File: config.mk
export PLATFORM = sky130hd
export DESIGN_NAME = pixel_packer_flat
export DESIGN_NICKNAME = d
export VERILOG_FILES = /design/src/rtl/pixel_packer_if.sv /design/src/rtl/pixel_packer.sv /design/src/flat_wrapper.sv
export SDC_FILE = /design/constraint.sdc
export NUM_CORES = 1
export LEC_CHECK = 0
export CAP_MARGIN = 10
export CORE_MARGIN = 10
export CORE_UTILIZATION = 60
export CTS_CLUSTER_DIAMETER = 150
export CTS_CLUSTER_SIZE = 40
export DETAILED_ROUTE_END_ITERATION = 6
export PLACE_DENSITY = 0.8
export SETUP_SLACK_MARGIN = 0.2
export SYNTH_ARGS = -nofsm -noshare
export SYNTH_HDL_FRONTEND = slang
export SYNTH_SLANG_ARGS = --single-unit
File: constraint.sdc
create_clock -name dotclk_i -period 12.7 [get_ports dotclk_i]
set_input_delay 2.54 -clock dotclk_i [delete_from_list [all_inputs] [get_ports dotclk_i]]
set_output_delay 2.54 -clock dotclk_i [all_outputs]
set_load 0.01 [all_outputs]
File: src/rtl/pixel_packer_if.sv
// Pixel-in / word-out bundle for pixel_packer.
// slave: the packer side; master: the producer/consumer side.
interface pixel_packer_if;
    logic [1:0]  mode_i;
    logic [7:0]  pix_i;
    logic        pix_valid_i;
    logic        pix_ready_o;
    logic        flush_i;
    logic [15:0] dat_o;
    logic        dat_valid_o;
    logic        dat_ready_i;
    logic        overrun_o;

    modport slave (
        input  mode_i,
        input  pix_i,
        input  pix_valid_i,
        input  flush_i,
        input  dat_ready_i,
        output pix_ready_o,
        output dat_o,
        output dat_valid_o,
        output overrun_o
    );

    modport master (
        output mode_i,
        output pix_i,
        output pix_valid_i,
        output flush_i,
        output dat_ready_i,
        input  pix_ready_o,
        input  dat_o,
        input  dat_valid_o,
        input  overrun_o
    );
endinterface

File: src/rtl/pixel_packer.sv
// pixel_packer: packs 1/2/4/8-bit pixels (one per dotclk) into 16-bit words and
// queues them in a small first-word-fall-through FIFO with valid/ready output.
// A flush request emits a partial word, zero-padded.
// Optional: define PIXEL_PACKER_LSB_FIRST_EN to pack the first pixel at bit 0
// (flushed words are then right-justified). Default is MSB-first.
module pixel_packer #(
    parameter int unsigned DEPTH      = 4,
    parameter int unsigned DEPTH_LOG2 = 2
) (
    input  logic          dotclk_i,
    input  logic          reset_n_i,
    pixel_packer_if.slave bus
);
    localparam int unsigned CW = DEPTH_LOG2 + 1;

    // Packer state
    logic [15:0] acc_q, acc_d;
    logic [4:0]  bitcnt_q, bitcnt_d;
    logic [1:0]  mode_q, mode_d;
    logic        flush_pend_q, flush_pend_d;
    logic        overrun_q, overrun_d;

    // FIFO state
    logic [15:0]           mem_q [DEPTH];
    logic [DEPTH_LOG2-1:0] wr_ptr_q, rd_ptr_q;
    logic [CW-1:0]         count_q, count_d;

    // Datapath signals
    logic        fifo_full;
    logic        fifo_empty;
    logic        accept;
    logic        pop;
    logic [1:0]  eff_mode;
    logic [4:0]  pix_n;
    logic [15:0] pix_bits;
    logic [4:0]  bitcnt_sum;
    logic [15:0] acc_packed;
    logic        word_done;
    logic        flush_exec;
    logic [15:0] flush_acc;
    logic [4:0]  flush_bits;
    logic [15:0] flush_word;
    logic        push;
    logic [15:0] push_data;

    assign fifo_full  = (count_q == CW'(DEPTH));
    assign fifo_empty = (count_q == '0);
    assign accept     = bus.pix_valid_i && !fifo_full;
    assign pop        = !fifo_empty && bus.dat_ready_i;

    // Pixel width decode: mode_i only matters at the start of a word
    always_comb begin
        eff_mode = (bitcnt_q == 5'd0) ? bus.mode_i : mode_q;
        pix_n    = 5'd8;
        pix_bits = {8'd0, bus.pix_i};
        unique case (eff_mode)
            2'b00: begin
                pix_n    = 5'd1;
                pix_bits = {15'd0, bus.pix_i[0]};
            end
            2'b01: begin
                pix_n    = 5'd2;
                pix_bits = {14'd0, bus.pix_i[1:0]};
            end
            2'b10: begin
                pix_n    = 5'd4;
                pix_bits = {12'd0, bus.pix_i[3:0]};
            end
            2'b11: begin
                pix_n    = 5'd8;
                pix_bits = {8'd0, bus.pix_i};
            end
        endcase
    end

    // Shift the accepted pixel into the accumulator and build flush/push words
    always_comb begin
        bitcnt_sum = bitcnt_q + pix_n;
`ifdef PIXEL_PACKER_LSB_FIRST_EN
        acc_packed = (acc_q >> pix_n) | (pix_bits << (5'd16 - pix_n));
`else
        acc_packed = (acc_q << pix_n) | pix_bits;
`endif
        word_done  = accept && (bitcnt_sum == 5'd16);
        // A completing pixel takes the push slot; the flush waits a cycle
        flush_exec = flush_pend_q && !fifo_full && !word_done;
        // A pixel accepted alongside the flush joins the flushed word
        flush_acc  = accept ? acc_packed : acc_q;
        flush_bits = accept ? bitcnt_sum : bitcnt_q;
`ifdef PIXEL_PACKER_LSB_FIRST_EN
        flush_word = flush_acc >> (5'd16 - flush_bits);
`else
        flush_word = flush_acc << (5'd16 - flush_bits);
`endif
        push       = word_done || (flush_exec && (flush_bits != 5'd0));
        push_data  = word_done ? acc_packed : flush_word;
    end

    // Packer next-state: accumulator, bit count, latched mode, flush and overrun flags
    always_comb begin
        acc_d        = acc_q;
        bitcnt_d     = bitcnt_q;
        mode_d       = mode_q;
        flush_pend_d = flush_pend_q;
        overrun_d    = overrun_q;

        if (accept && (bitcnt_q == 5'd0)) begin
            mode_d = bus.mode_i;
        end

        if (word_done || flush_exec) begin
            acc_d    = '0;
            bitcnt_d = '0;
        end else if (accept) begin
            acc_d    = acc_packed;
            bitcnt_d = bitcnt_sum;
        end

        if (flush_exec) begin
            flush_pend_d = 1'b0;
        end
        if (bus.flush_i) begin
            flush_pend_d = 1'b1;
        end

        if (bus.pix_valid_i && fifo_full) begin
            overrun_d = 1'b1;
        end
    end

    // FIFO occupancy next-state; simultaneous push and pop leaves it unchanged
    always_comb begin
        count_d = count_q;
        unique case ({push, pop})
            2'b10:   count_d = count_q + CW'(1);
            2'b01:   count_d = count_q - CW'(1);
            default: count_d = count_q;
        endcase
    end

    // Packer and FIFO control registers
    always_ff @(posedge dotclk_i or negedge reset_n_i) begin
        if (!reset_n_i) begin
            acc_q        <= '0;
            bitcnt_q     <= '0;
            mode_q       <= 2'b00;
            flush_pend_q <= 1'b0;
            overrun_q    <= 1'b0;
            wr_ptr_q     <= '0;
            rd_ptr_q     <= '0;
            count_q      <= '0;
        end else begin
            acc_q        <= acc_d;
            bitcnt_q     <= bitcnt_d;
            mode_q       <= mode_d;
            flush_pend_q <= flush_pend_d;
            overrun_q    <= overrun_d;
            count_q      <= count_d;
            if (push) begin
                wr_ptr_q <= wr_ptr_q + DEPTH_LOG2'(1);
            end
            if (pop) begin
                rd_ptr_q <= rd_ptr_q + DEPTH_LOG2'(1);
            end
        end
    end

    // FIFO storage; contents are only observable through count, so no reset
    always_ff @(posedge dotclk_i) begin
        if (push) begin
            mem_q[wr_ptr_q] <= push_data;
        end
    end

    assign bus.pix_ready_o = !fifo_full;
    assign bus.dat_valid_o = !fifo_empty;
    assign bus.dat_o       = fifo_empty ? 16'h0000 : mem_q[rd_ptr_q];
    assign bus.overrun_o   = overrun_q;

    // Pushes are gated by !full, so the FIFO can never overflow
    a_no_push_full: assert property (@(posedge dotclk_i) disable iff (!reset_n_i)
        !(push && fifo_full));
    a_count_range: assert property (@(posedge dotclk_i) disable iff (!reset_n_i)
        count_q <= CW'(DEPTH));
    a_bitcnt_range: assert property (@(posedge dotclk_i) disable iff (!reset_n_i)
        bitcnt_q < 5'd16);

endmodule

File: src/flat_wrapper.sv
// flat-port wrapper written by rule: the top's interface ports become plain ports
module pixel_packer_flat 
#(
    parameter int unsigned DEPTH      = 4,
    parameter int unsigned DEPTH_LOG2 = 2
)
  (dotclk_i, reset_n_i, bus_mode_i, bus_pix_i, bus_pix_valid_i, bus_flush_i, bus_dat_ready_i, bus_pix_ready_o, bus_dat_o, bus_dat_valid_o, bus_overrun_o);
  pixel_packer_if bus_i ();
  input  logic dotclk_i;
  input  logic reset_n_i;
  input wire logic [$bits(bus_i.mode_i)-1:0] bus_mode_i;
  input wire logic [$bits(bus_i.pix_i)-1:0] bus_pix_i;
  input wire logic [$bits(bus_i.pix_valid_i)-1:0] bus_pix_valid_i;
  input wire logic [$bits(bus_i.flush_i)-1:0] bus_flush_i;
  input wire logic [$bits(bus_i.dat_ready_i)-1:0] bus_dat_ready_i;
  output wire logic [$bits(bus_i.pix_ready_o)-1:0] bus_pix_ready_o;
  output wire logic [$bits(bus_i.dat_o)-1:0] bus_dat_o;
  output wire logic [$bits(bus_i.dat_valid_o)-1:0] bus_dat_valid_o;
  output wire logic [$bits(bus_i.overrun_o)-1:0] bus_overrun_o;
  assign bus_i.mode_i = bus_mode_i;
  assign bus_i.pix_i = bus_pix_i;
  assign bus_i.pix_valid_i = bus_pix_valid_i;
  assign bus_i.flush_i = bus_flush_i;
  assign bus_i.dat_ready_i = bus_dat_ready_i;
  assign bus_pix_ready_o = bus_i.pix_ready_o;
  assign bus_dat_o = bus_i.dat_o;
  assign bus_dat_valid_o = bus_i.dat_valid_o;
  assign bus_overrun_o = bus_i.overrun_o;
  pixel_packer #(.DEPTH(DEPTH), .DEPTH_LOG2(DEPTH_LOG2)) u_core (.dotclk_i(dotclk_i), .reset_n_i(reset_n_i), .bus(bus_i));
endmodule
# After elaboration in Yosys (flattened, before gate mapping)
# Memory sizes are Yosys's and may differ from the RTL's.
# Cells that the tools add are included.
word_totals:
  ramBits: 64
  input_bits: 15
  memories: 1
  reg_bits: 32
  output_inout_bits: 19
classes:
  n_bitwise: 1
  n_eq_ne: 7
  n_reduce_logical: 19
  mux: 14
  n_shift: 2
  addsub: 6
memory_table:
  columns: ["name", "words", "word_bits", "rd", "rd_ports_with_merged_regs", "write_ports", "line_no", "rtl"]
  rows:
  - ["u_core.mem_q", 4, 16, 1, 0, 1, "pixel_packer.sv:24", "logic [15:0] mem_q [DEPTH];"]
op_table:
  columns: ["op", "count"]
  rows:
  - ["16-bit two-way mux", 4]
  - ["16-bit case mux with 4 select lines", 1]
  - ["16-bit by 5-bit << shifter with 16-bit output", 2]
  - ["5-bit case mux with 4 select lines", 1]
  - ["16-bit bitwise OR", 1]
  - ["5-bit two-way mux", 2]
  - ["1-bit logical AND", 8]
  - ["2-bit equality test, second input constant", 3]
  - ["3-bit case mux with 2 select lines", 1]
  - ["5-bit adder", 1]
  - ["5-bit equality test, second input constant", 1]
  - ["5-bit zero test", 1]
  - ["5-bit nonzero test", 1]
  - ["5-bit subtractor, first input constant", 1]
  - ["2-bit by 1-bit adder with 2-bit output, second input constant", 2]
  - ["2-bit by 1-bit equality test with 1-bit output, second input constant", 2]
  - ["1-bit two-way mux", 4]
  - ["2-bit nonzero test", 2]
  - ["3-bit by 1-bit adder with 3-bit output, second input constant", 1]
  - ["3-bit equality test, second input constant", 1]
  - ["1-bit zero test", 3]
  - ["3-bit zero test", 1]
  - ["3-bit by 1-bit subtractor with 3-bit output, second input constant", 1]
  - ["2-bit zero test", 1]
  - ["other kinds (2)", 3]

# Logic depth before layout (Yosys ltp)
# Gate-level depths: netlist (run 1).
depth:
  depth_word: 13
  ltp_mapped: 21
  ltp_nobuf: 19

# Least setup slack after synthesis (run 1)
# Ideal clock, no wire load.
synth_path:
  path_kind: "input -> register"
  startpoint: "input port bus_mode_i[0]"
  endpoint: "register u_core.count_q[2]"
  setup_ns: 0.079
  slack_ns: 6.075
  arrival_time_ns: 6.545
  cell_stages: 20
  cell_sequence: "buf_2 > nor3b_1 > and2_1 > clkbuf_1 > nor2_1 > nor2_1 > fa_1 > clkbuf_1 > and2_1 > a2111oi_0 > a2111oi_2 > nand3_2 > clkinv_1 > nor2_1 > ha_1 > inv_1 > fa_1 > xor2_1 > nor2_1 > xor2_1"
synth_between:
  elab_chain_len: 12
  elab_cells_between_ends: 19
  cone_classes: "add/sub (1); eq/ne (6); mux (4); reduce/logical (8)"
synth_rtl:
  columns: ["element", "line_no", "rtl"]
  rows:
  - ["start, declared", "flat_wrapper.sv:11", "input wire logic [$bits(bus_i.mode_i)-1:0] bus_mode_i;"]
  - ["2-bit two-way mux (*)", "pixel_packer.sv:53", "eff_mode = (bitcnt_q == 5'd0) ? bus.mode_i : mode_q;"]
  - ["2-bit equality test, or another cell as far along", "pixel_packer.sv:56", "unique case (eff_mode)"]
  - ["5-bit case mux with 4 select lines (*)", "pixel_packer.sv:56", null]
  - ["5-bit adder (*)", "pixel_packer.sv:78", "bitcnt_sum = bitcnt_q + pix_n;"]
  - ["5-bit equality test", "pixel_packer.sv:84", "word_done = accept && (bitcnt_sum == 5'd16);"]
  - ["1-bit logical AND", "pixel_packer.sv:84", null]
  - ["1-bit zero test", "pixel_packer.sv:86", "flush_exec = flush_pend_q && !fifo_full && !word_done;"]
  - ["1-bit logical AND", "pixel_packer.sv:86", null]
  - ["1-bit logical AND", "pixel_packer.sv:95", "push = word_done || (flush_exec && (flush_bits != 5'd0));"]
  - ["1-bit logical OR (*)", "pixel_packer.sv:95", null]
  - ["2-bit by 1-bit equality test with 1-bit output / 2-bit equality test (equally long branches)", "pixel_packer.sv:134", "unique case ({push, pop})"]
  - ["3-bit case mux with 2 select lines / 2-bit nonzero test (equally long branches)", null, null]
  - ["end signal, assigned", "pixel_packer.sv:158", "count_q <= count_d;"]
  - ["end, declared", "pixel_packer.sv:26", "logic [CW-1:0] count_q, count_d;"]
# Every way passes the cells marked *; elsewhere a longest branch is shown, timed or not. The select of a mux whose other input is x is not followed.
# A chain may end at the register's enable or synchronous reset.

# Worst setup path in the final report (run 1)
# Same ends and word-level chain as after synthesis.

==> results.cfg, run 1 <==
[detailed_routing]
firstDrtPassIters = 6
routed_via_density = 7.004
antenna_left = 0
routed_wl_um = 17190
num_vias = 5316
dr.first_iter.drc_count = 616
drc_errors = 0
wl_per_cell_um = 22.65

[finish]
layout-drive-gt1-share = 0.1236
area_delta_synth_final_pct = 8.876
layout_common_cells = 64 x edfxtp_1, 50 x nor2_1, 47 x nand2_1
fin_nets = 645
diodes = 0
layout_commonest_cell = edfxtp_1
final.fill_count = 804

[logic_synthesis]
synth_top_family_by_area = compound AO/OA/AOI/OAI gates
syn-num-nets = 636
synthAdderAreaFrac = 0.02598
synth.top_cell.area_share = 0.3023
ys.flop_type = edfxtp_1
yosys_warnings = 0
synth_seq_cells = 96
yosysTopAreaCell = edfxtp_1
synth_async_sr_flop_share = 0.3333
synth_simple_gate_area_share = 0.1506
synth_edf_count = 64
syn_area_um2 = 6357
synth_xor_area_frac = 0.02165
syn_inst = 609
avgSynthCellArea_um2 = 10.44
synthMuxAreaShare = 0.1218
synth.area.top_cells = edfxtp_1 30%, dfrtp_1 13%, mux4_2 7.1%
yosysSeqAreaShare = 0.4283
synth_compound_area_frac = 0.2108
yosysUniqueCellTypes = 75

[cts]
clock_sink_count = 96
clk_latency_ps = 380
cts-buffers-inserted = 9
h-tree-depth = 3
cts_resized = 0
cts.clk_slew.worst_paths_ps = 100
postCtsSetupRepairBufs = 0
cts_buffer_depth = 2
cts_hold_buf = 0
root_buffer = clkbuf_8
cts_tree = done

[flow_run]
maxCapViolations = 0

[worst_hold_path]
hold_depth = 1
hold_class = reg -> reg
hold_end = u_core.bus.overrun_o
hold_start = u_core.bus.overrun_o

[floorplanning]
die_width_um = 122.9
rows = 37
core_um2 = 10320
start_util = 0.6158
num_io_pins = 34
fp.dieArea_um2 = 15110
die_h_um = 122.9

[sta]
setup_tns_ps = 0
rsz0062_at_grt = no
setup_slack_ps = 5009
finalHoldViolations = 0
worst_pin_slew_ps = 1068
max_slew_margin = 0.2881
fin_crit_ps = 7691
fmax_mhz = 130.0
drv_slew = 0
fin_crit_sh = 0.6056
finalSetupViolCount = 0
clock_skew_ps = 15.79

[global_route]
first_global_vias = 5082
grt_pass1_wl_um = 27670
grt_use_total = 0.2315
grt_overflow = 0
antenna_found_initial = 0
grt_start_max_net_pins = 40

[critical_path]
cp_max_fo = 16
worstPathArrival_ps = 7990
r2r_slack_ps = 6690
endpoint_kind = flip-flop
timing.rr.start = u_core.bitcnt_q[0]
worstRegToRegCells = 18
startpoint_type = input pin
r2r-end = u_core.count_q[2]
crit_type = in -> reg
crit_required_ps = 13000

[placed_design]
io_buffer_count = 33
pre_cts_slack_ps = 4664
globalplace.congestion = 1.015
post-dp-hpwl_um = 12500

[run_status]
status = complete, no violations
## cells in the mapped netlist, drive strengths merged (7+ instances only)
cell type / n
edfxtp: 64
nor2: 50
nand2: 49
o21ai: 38
dfrtp: 32
a21oi: 26
clkbuf: 26
and2: 23
mux2i: 20
mux4: 20
a211oi: 18
buf: 18
nand3: 18
o211ai: 15
inv: 13
mux2: 11
ha: 10
nor3: 10
and3: 9
a311oi: 8
nor2b: 8
o22ai: 8
a21o: 7
xnor2: 7
xor2: 7
## kinds of logic (layout without fill, tap and decap cells)
| logic type | Yosys count | in the layout |
|---|---|---|
| XOR/XNOR | 14 | 14 |
| AO/OA/AOI/OAI | 187 | 187 |
| multiplexers | 51 | 51 |
| flip-flops | 96 | 96 |
| adder cells (fa/ha/maj) | 12 | 12 |
| buffers and inverters | 59 | 73 |
| AND/OR/NAND/NOR | 190 | 190 |
## worst max-delay path, stage by stage
cell	delay [ps]
clkdlybuf4s50_1	600
nor3b_1	260
and2_1	360
nor2_1	420
nor2_1	150
fa_1	610
o211a_1	330
a2111oi_0	460
a2111oi_2	90
nand3_2	250
clkinv_1	310
nor2_1	480
ha_1	270
inv_1	60
fa_1	370
xor2_1	150
nor2_1	110
xor2_1	150
## state kept, by name (all words and copies together) (netlist names)
signal	flops
u_core.flush_pend_q	1
u_core.wr_ptr_q	2
u_core.acc_q	16
u_core.count_q	3
u_core.mem_q	64
u_core.bus.overrun_o	1
u_core.mode_q	2
u_core.bitcnt_q	5
u_core.rd_ptr_q	2
## worst max-delay path by stage
stage / cells past startpoint / end / slack [ps] / start
2_1_floorplan: 20 / u_core.count_q[2] / 6080 / bus_mode_i[0]
3_3_place_gp: 18 / u_core.count_q[2] / 4890 / bus_mode_i[0]
3_5_place_dp: 18 / u_core.count_q[2] / 4660 / bus_mode_i[0]
4_1_cts: 18 / u_core.count_q[2] / 5070 / bus_mode_i[0]
5_1_grt: 18 / u_core.count_q[2] / 4540 / bus_mode_i[0]
6_report: 18 / u_core.count_q[2] / 5010 / bus_mode_i[0]
## layer usage
metal | share of wire | vias to the layer above | global-route usage
li1 | - | 2368 | -
met1 | 0.40 | 2569 | 0.2983
met2 | 0.47 | 314 | 0.3748
met3 | 0.090 | 65 | 0.04284
met4 | 0.041 | 0 | 0.1024
met5 | 0 | - | 0
## final cells by class
class / count / area (um^2) / share of cell area
well taps: 136 / 170.2 / 0.02458
multi-input cells: 454 / 3374 / 0.4875
inverters: 15 / 56.30 / 0.008134
repair buffers: 42 / 397.9 / 0.05748
flip-flops and latches: 96 / 2723 / 0.3933
clock inverters: 7 / 76.32 / 0.01103
clock buffers: 9 / 123.9 / 0.01790
## per-stage QoR
stage	hold slack [ps]	instance area [um^2]	std cells	utilization
after detailed placement	444.7	6721	743	0.6511
after floorplan	449.0	6357	609	-
after global placement	436.8	6721	743	0.6511
after global routing	501.0	6922	759	0.6705
after CTS	469.9	6922	759	0.6705
final	464.2	6922	759	0.6705
Power of run 1 is not shown: default switching activity piles up to over one toggle a cycle in this logic, so the estimate is an artifact.
==> run 2, diff against run 1 <==
clock period = 7.64 ns   (was 12.7 ns; I/O delays follow)
==> run 2 against run 1 <==
Utilization hardly changed. Final cell count is 0.26% higher. Worst setup slack worse by 3900 ps. Register-to-register slack worse by 5000 ps. Clock skew is 2.7 ps higher. Cell area hardly changed. First-iteration DRC count is 11% lower. Clock-buffer cell count stayed put. Via count is 0.81% lower. Critical endpoint unchanged. Largest cell class unchanged.
==> results.cfg, run 2 (synthesis results as in run 1) <==
[run_status]
status = complete, no violations

[cts]
h-tree-depth = 3
cts_hold_buf = 0
clk_latency_ps = 360
cts_resized = 0
cts-buffers-inserted = 9
cts.clk_slew.worst_paths_ps = 100
cts_tree = done
clock_sink_count = 96
postCtsSetupRepairBufs = 0
cts_buffer_depth = 2
root_buffer = clkbuf_8

[floorplanning]
core_um2 = 10320
start_util = 0.6158
die_h_um = 122.9
fp.dieArea_um2 = 15110
rows = 37
num_io_pins = 34
die_width_um = 122.9

[finish]
regMostFlops = u_core.mem_q
final.fill_count = 813
fin_nets = 647
layout_common_cells = 64 x edfxtp_1, 50 x nor2_1, 47 x nand2_1
largest_reg_flops = 64
layout_commonest_cell = edfxtp_1
multi_input_area_um2 = 3374
seqCellArea_um2 = 2723
area_delta_synth_final_pct = 8.896
diodes = 0
layout-drive-gt1-share = 0.1280
reg_top3 = u_core.mem_q: 64 flops, u_core.acc_q: 16 flops, u_core.bitcnt_q: 5 flops

[flow_run]
maxCapViolations = 0

[sta]
fmax_mhz = 152.1
finalHoldViolations = 0
fin_crit_sh = 0.8606
drv_slew = 0
fin_crit_ps = 6575
clock_skew_ps = 18.46
max_slew_margin = 0.1964
worst_pin_slew_ps = 1198
setup_tns_ps = 0
finalSetupViolCount = 0
rsz0062_at_grt = no

[detailed_routing]
drc_errors = 0
firstDrtPassIters = 5
antenna_left = 0
routed_wl_um = 17030
num_vias = 5273
routed_via_density = 6.929
wl_per_cell_um = 22.38
dr.first_iter.drc_count = 551

[critical_path]
timing.rr.start = u_core.bitcnt_q[0]
worstRegToRegCells = 17
crit_type = in -> reg
r2r_slack_ps = 1700
crit_required_ps = 7930
endpoint_kind = flip-flop
cp_max_fo = 16
startpoint_type = input pin
r2r-end = u_core.count_q[2]
worstPathArrival_ps = 6870

[global_route]
first_global_vias = 5094
grt_start_max_net_pins = 44
grt_overflow = 0
grt_pass1_wl_um = 27380
antenna_found_initial = 0
grt_use_total = 0.2297

[placed_design]
io_buffer_count = 33
post-dp-hpwl_um = 12650
globalplace.congestion = 0.9816

[worst_hold_path]
hold_start = u_core.bus.overrun_o
hold_depth = 1
hold_class = reg -> reg
hold_end = u_core.bus.overrun_o
run 2: per-layer routing:
layer / GRT usage / vias up / part of all wire
met5: 0 / - / 0
met1: 0.2884 / 2575 / 0.40
li1: - / 2374 / -
met3: 0.03874 / 57 / 0.078
met4: 0.1009 / 0 / 0.035
met2: 0.3835 / 267 / 0.48
run 2: worst max-delay path by stage:
stage / endpoint / slack, ps / cells past startpoint / from
6_report: u_core.count_q[2] / 1060 / 19 / bus_mode_i[0]
5_1_grt: u_core.count_q[2] / 680 / 19 / bus_mode_i[0]
4_1_cts: u_core.count_q[2] / 1100 / 19 / bus_mode_i[0]
3_5_place_dp: u_core.count_q[2] / 710 / 19 / bus_mode_i[0]
3_3_place_gp: u_core.count_q[2] / 950 / 19 / bus_mode_i[0]
2_1_floorplan: u_core.count_q[2] / 2030 / 20 / bus_mode_i[0]
run 2: through the flow:
stage / cells / worst slack [ps] / cell area, um^2 / util / hold slack (ps)
2_1_floorplan: 609 / 2027 / 6357 / - / 449.0
3_3_place_gp: 744 / 951.7 / 6729 / 0.6518 / 436.5
3_5_place_dp: 744 / 711.5 / 6729 / 0.6518 / 446.8
4_1_cts: 760 / 1101 / 6915 / 0.6699 / 475.0
5_1_grt: 761 / 678.3 / 6923 / 0.6706 / 511.6
6_report: 761 / 1065 / 6923 / 0.6706 / 481.4
run 2: critical path, stage by stage:
cell	delay, ps
clkdlybuf4s50_1	390
buf_4	170
nor3b_1	160
and2_1	360
nor2_1	440
nor2_1	160
fa_1	610
o211a_1	320
o41ai_1	420
a2111oi_2	140
nand3_2	240
clkinv_1	300
nor2_1	470
ha_1	270
inv_1	60
fa_1	380
xor2_1	160
nor2_1	110
xor2_1	150
run 2: cell type report:
type / instances / area share
multi-input combinational: 454 / 0.4874
clock buffer: 9 / 0.01789
tap: 136 / 0.02458
clock inverter: 7 / 0.009037
inverter: 15 / 0.008133
timing repair buffer: 44 / 0.05964
sequential: 96 / 0.3933
Power of run 2 is left out for the same reason.
